`src/rtl/pcie_rx_descrambler_16.sv`:
```
// pcie_rx_descrambler_16: Gen1/Gen2 receive descrambler, 2 symbols per pclk.
// Optional DESCR_DISABLE_DETECT_EN adds TS-driven scramble-disable detect.
module pcie_rx_descrambler_16 #(
   parameter logic [15:0] SEED        = 16'hFFFF,
   parameter int          TS_BODY_LEN = 15
) (
   input  logic        pclk,
   input  logic        reset,
   input  logic [15:0] data_in,
   input  logic [1:0]  datak_in,
   input  logic        data_valid_in,
   output logic [15:0] data_out,
   output logic [1:0]  datak_out,
   output logic        data_valid_out,
   output logic [1:0]  os_body_out,
`ifdef DESCR_DISABLE_DETECT_EN
   output logic        scramble_disabled_out,
`endif
   output logic [15:0] lfsr_out
);

   localparam int CW = $clog2(TS_BODY_LEN + 1);
   localparam logic [CW-1:0] LEN = CW'(TS_BODY_LEN);

   typedef enum logic [1:0] {
      DESCR,
      POST_COM,
      TS_BODY
   } state_t;

   typedef struct packed {
      state_t        st;
      logic [CW-1:0] cnt;
      logic [15:0]   lfsr;
`ifdef DESCR_DISABLE_DETECT_EN
      logic          cap;
      logic          prev;
      logic          dis;
`endif
   } ctx_t;

   ctx_t       ctx_q;
   ctx_t       c1;
   ctx_t       c2;
   logic [7:0] o0;
   logic [7:0] o1;
   logic       b0;
   logic       b1;

   // One symbol through the rules; chained twice for the two lanes of a word.
   function automatic void sym_step(
      input  ctx_t       c,
      input  logic [7:0] d,
      input  logic       k,
      output ctx_t       n,
      output logic [7:0] o,
      output logic       b
   );
      logic        com;
      logic        skp;
      logic        ctl;
      logic        body;
      logic        dis;
      logic [7:0]  m;
      logic [15:0] l;
      n    = c;
      o    = d;
      b    = 1'b0;
      m    = '0;
      l    = c.lfsr;
      body = 1'b0;
      dis  = 1'b0;
      com  = k && (d == 8'hBC);
      skp  = k && (d == 8'h1C);
      ctl  = k && ((d == 8'h3C) || (d == 8'h7C));
      if (com) begin
         n.st   = POST_COM;
         n.cnt  = '0;
         n.lfsr = SEED;
      end else begin
         unique case (c.st)
            POST_COM: begin
               if (skp || ctl) begin
                  n.st = DESCR;
               end else begin
                  body  = 1'b1;
                  n.cnt = CW'(1);
                  n.st  = (LEN == CW'(1)) ? DESCR : TS_BODY;
               end
            end
            TS_BODY: begin
               body  = 1'b1;
               n.cnt = c.cnt + CW'(1);
               if (n.cnt == LEN) n.st = DESCR;
            end
            default: ;
         endcase
`ifdef DESCR_DISABLE_DETECT_EN
         if (body && (n.cnt == CW'(1))) n.cap = 1'b0;
         if (body && (n.cnt == CW'(5))) n.cap = d[3];
         if (body && (n.cnt == LEN)) begin
            if (n.cap && c.prev) n.dis = 1'b1;
            n.prev = n.cap;
         end
         dis = n.dis;
`endif
         if (!skp) begin
            for (int i = 0; i < 8; i++) begin
               m[i] = l[15];
               l = {l[14:0], 1'b0} ^ (l[15] ? 16'h0039 : 16'h0000);
            end
            n.lfsr = l;
            if (!k && !body && !dis) o = d ^ m;
         end
         b = body;
      end
   endfunction

   always_comb begin
      sym_step(ctx_q, data_in[7:0], datak_in[0], c1, o0, b0);
      sym_step(c1, data_in[15:8], datak_in[1], c2, o1, b1);
   end

   always_ff @(posedge pclk or posedge reset) begin
      if (reset) begin
         ctx_q.st       <= DESCR;
         ctx_q.cnt      <= '0;
         ctx_q.lfsr     <= SEED;
`ifdef DESCR_DISABLE_DETECT_EN
         ctx_q.cap      <= 1'b0;
         ctx_q.prev     <= 1'b0;
         ctx_q.dis      <= 1'b0;
`endif
         data_out       <= '0;
         datak_out      <= '0;
         data_valid_out <= 1'b0;
         os_body_out    <= '0;
      end else begin
         data_valid_out <= data_valid_in;
         if (data_valid_in) begin
            ctx_q       <= c2;
            data_out    <= {o1, o0};
            datak_out   <= datak_in;
            os_body_out <= {b1, b0};
         end
      end
   end

   assign lfsr_out = ctx_q.lfsr;
`ifdef DESCR_DISABLE_DETECT_EN
   assign scramble_disabled_out = ctx_q.dis;
`endif

endmodule

```
`config.mk`:
```
export PLATFORM = sky130hd
export DESIGN_NAME = pcie_rx_descrambler_16
export DESIGN_NICKNAME = d
export VERILOG_FILES = /design/src/rtl/pcie_rx_descrambler_16.sv
export SDC_FILE = /design/constraint.sdc
export NUM_CORES = 1
export LEC_CHECK = 0
export BUFFER_PORTS_ARGS = -buffer_cell sky130_fd_sc_hd__buf_4
export CORE_ASPECT_RATIO = 0.7
export CORE_MARGIN = 1
export CORE_UTILIZATION = 40
export CTS_CLUSTER_DIAMETER = 120
export CTS_CLUSTER_SIZE = 28
export DETAILED_ROUTE_END_ITERATION = 8
export PLACE_DENSITY = 0.74
export SLEW_MARGIN = 10
export SYNTH_ARGS = -nofsm -noshare
export SYNTH_HDL_FRONTEND = slang
export SYNTH_SLANG_ARGS = --single-unit
```
`constraint.sdc`:
```
create_clock -name pclk -period 2.65 [get_ports pclk]
set_clock_uncertainty 0.15 [all_clocks]
set_input_delay 0 -clock pclk [delete_from_list [all_inputs] [get_ports pclk]]
set_output_delay 0 -clock pclk [all_outputs]
set_load 0.03 [all_outputs]
```
==> flow_summary.toml <==
[outcome]
outcome = "complete, no violations"

[yosys]
async_flop_share_pct = 100
yosys.cell_types.count = 65
synth.area.top_cells = "dfrtp_1 (19%), dfstp_2 (12%), xnor2_1 (8.0%)"
yosys-top-cells-count = "nor2_1 (48), a21oi_1 (43), xnor2_1 (32)"
syn-num-nets = 443
synth-main-ff-cell = "dfrtp_1"
yosysWarnings = 0
synth_top_area_share_pct = 19.2
synth_cells = 412
synth_seq_cells = 43
yosysSeqAreaShare_pct = 31.2
synth-edff-count = 0
syn_avg_cell_area_um2 = 8.53
synth.most_common_cell = "nor2_1"
synth_area_um2 = 3510
post-synth-top-area-cell = "dfrtp_1"

[global_route]
grtUsageTotal_pct = 23.7
grt_max_degree = 44
antenna_found_initial = 0
grt_pass1_vias = 3302
grt_pass1_wl_mm = 16.7
gr-total-overflow = 0

[die]
placementRows = 28
initial_utilization_pct = 41.4
die_area_um2 = 9170
die_x_um = 114
core_area_um2 = 8480
die_h_um = 80.4
io-pin-count = 58

[clock_network]
cts.sinks = 43
cts_root_buffer = "clkbuf_16"
cts_buffers = 5
htreeDepth = 2
clk_path_buf_depth = 2
cts_tree = "built"
worstSkewPairLatency_ns = 0.29
clk_pin_slew_worst_paths_ns = 0.06

[timing]
finalHoldViolations = 0
max_freq_ghz = 0.381
finalSetupTns_ns = 0
maxSlewViolCount = 0
fin_crit_sh_pct = 98.9
relSlewSlack_pct = 54.7
finalSetupViolations = 0
post-route-min-period_ns = 2.62
worstMarginPinSlew_ns = 0.675
rsz0062_at_grt = "true"

[place]
gp_congestion = 0.897
io_buffers = 57
place_hpwl_mm = 7.27

[setup_path]
max_stage_delay_ns = 0.50
timing.rr.start = "ctx_q[21]$_DFFE_PP0P_"
required_ns = 2.67
worstSetupStartpointType = "register"
crit_start = "ctx_q[21]$_DFFE_PP0P_"
cp_max_fo = 4
cp_slowest_cell = "or4b_4"
path_class = "register to register"
critPathCaptureType = "register"
crit_arrival_ns = 2.64
cp_cell_sequence = "inv_1 -> ha_4 -> or4b_4 -> o221a_4 -> nor2_4 -> ha_1 -> nand4b_1 -> o221ai_2 -> a31oi_1"

[drt]
ant_nets = 0
drtIter0Drc = 246
detail_route.wl_per_cell_um = 17.3
drc = 0
totalWireLength_mm = 10.3
via_per_inst = 5.54
first_pass_iters = 5
vias = 3302

[cells_and_area]
synthToLayoutAreaGrowth_pct = 29.2
fillers = 794
final_nets = 506
layout.area.seq_um2 = 1100
drive_above_1_share_pct = 30.0
antenna_cells = 0
multi_input_area_um2 = 2240

[power_and_ir_drop]
power_per_cell_area_nw_per_um2 = 1470
power.total_mw = 6.67
ir_drop_uv = 619
p_leak_nw = 1.83

[min_path]
worstHoldPathType = "input pin to register"
min_from = "data_in[5]"

[job]
cap_viol_max_count = 0
==> layout by cell type, fill, tap and decap left out, types with 3 or more instances in the layout <==
master,synthesis,final
buf_4,17,81
nor2_1,48,46
a21oi_1,43,43
xnor2_1,32,32
nand2_1,31,28
dfrtp_1,27,27
xor2_1,25,25
dlygate4sd3_1,0,19
dfstp_2,16,16
inv_1,16,15
o21ai_0,10,9
nand2b_1,9,8
nor3_1,8,8
o22ai_1,7,7
o32ai_1,5,5
clkbuf_16,0,5
nand3b_1,4,4
a2bb2oi_1,4,4
o32a_1,4,4
nand3_1,4,4
a31oi_1,4,4
ha_1,10,4
or3_1,4,3
o21ai_4,2,3
mux2i_1,3,3
nor2_4,1,3
a21oi_2,3,3
ha_4,0,3
ha_2,0,3
==> worst max-delay path: cells and delay by family (launching register included) <==
family	cells	cell delay (ns)
AO/OA/AOI/OAI	3	0.63
adder cells (fa/ha/maj)	2	0.35
buffers and inverters	1	0.15
flip-flops	1	0.45
AND/OR/NAND/NOR	3	0.78
==> cell type report <==
| cell class | count | share of cell area, % |
|---|---|---|
| multi-input cells | 309 | 49.4 |
| flip-flops and latches | 43 | 24.1 |
| repair buffers | 100 | 17.6 |
| well taps | 120 | 3.31 |
| clock buffers | 5 | 2.76 |
| clock inverters | 3 | 1.49 |
| inverters | 16 | 1.32 |
==> through the flow <==
| step | worst slack, ns | area, µm² | hold slack [ns] | utilization (%) | cells |
|---|---|---|---|---|---|
| 6_report | 0.0278 | 4540 | 0.0520 | 53.5 | 596 |
| 5_1_grt | -0.0953 | 4540 | 0.0558 | 53.5 | 596 |
| 4_1_cts | 0.00399 | 4430 | 0.0371 | 52.3 | 593 |
| 3_5_place_dp | -0.0731 | 4020 | 0.0251 | 47.4 | 566 |
| 3_3_place_gp | 0.0115 | 4020 | 0.0196 | 47.4 | 566 |
| 2_1_floorplan | 0.00907 | 3520 | -0.119 | - | 412 |
==> worst paths after layout <==
kind | to | slack, ns | depth (start not counted)
max | ctx_q[21]$_DFFE_PP0P_ | 0.03 | 9
min | data_out[5]$_DFFE_PP0P_ | 0.05 | 3
max reg2reg | ctx_q[21]$_DFFE_PP0P_ | 0.03 | 9
min reg2reg | datak_out[0]$_DFFE_PP0P_ | 0.37 | 1
max in group asynchronous | lfsr_out[13]$_DFFE_PP1P_ | 1.72 | 4
min in group asynchronous | ctx_q[18]$_DFFE_PP0P_ | 0.25 | 4
==> where the power goes <==
group | total (mW) | internal [mW] | leakage [nW] | switching (mW)
clock network | 0.820 | 0.540 | 0.0900 | 0.280
registers | 1.44 | 1.03 | 0.489 | 0.412
logic | 4.41 | 1.94 | 1.25 | 2.47
==> what timing repair did <==
item | 4_1_cts | 5_1_grt
hold buffers | 19 | 0
pin swaps | 2 | 13
setup endpoints to repair | 7 | 13
setup buffers | 0 | 3
hold endpoints to repair | 54 | 0
gates cloned | 0 | 0
resized for setup | 7 | 17
==> kinds of logic after synthesis <==
logic type               share of synthesized area, %
AO/OA/AOI/OAI                                    22.1
XOR/XNOR                                         15.1
adder cells (fa/ha/maj)                          3.56
buffers and inverters                            8.51
flip-flops                                       31.2
multiplexers                                     1.50
AND/OR/NAND/NOR                                  18.0
==> layer usage <==
| layer | track usage (%) | vias up | wire (µm) |
|---|---|---|---|
| li1 | - | 1546 | - |
| met1 | 31.7 | 1611 | 4760 |
| met2 | 39.2 | 129 | 4750 |
| met3 | 4.75 | 16 | 707 |
| met4 | 6.10 | 0 | 128 |
| met5 | 0 | - | 0 |
==> sequential cells by signal (all words and copies together) (netlist names) <==
| name | flops |
|---|---|
| data_out | 16 |
| lfsr_out | 16 |
| ctx_q | 6 |
| datak_out | 2 |
| os_body_out | 2 |
| data_valid_out | 1 |
(Power assumes the default switching activity.)
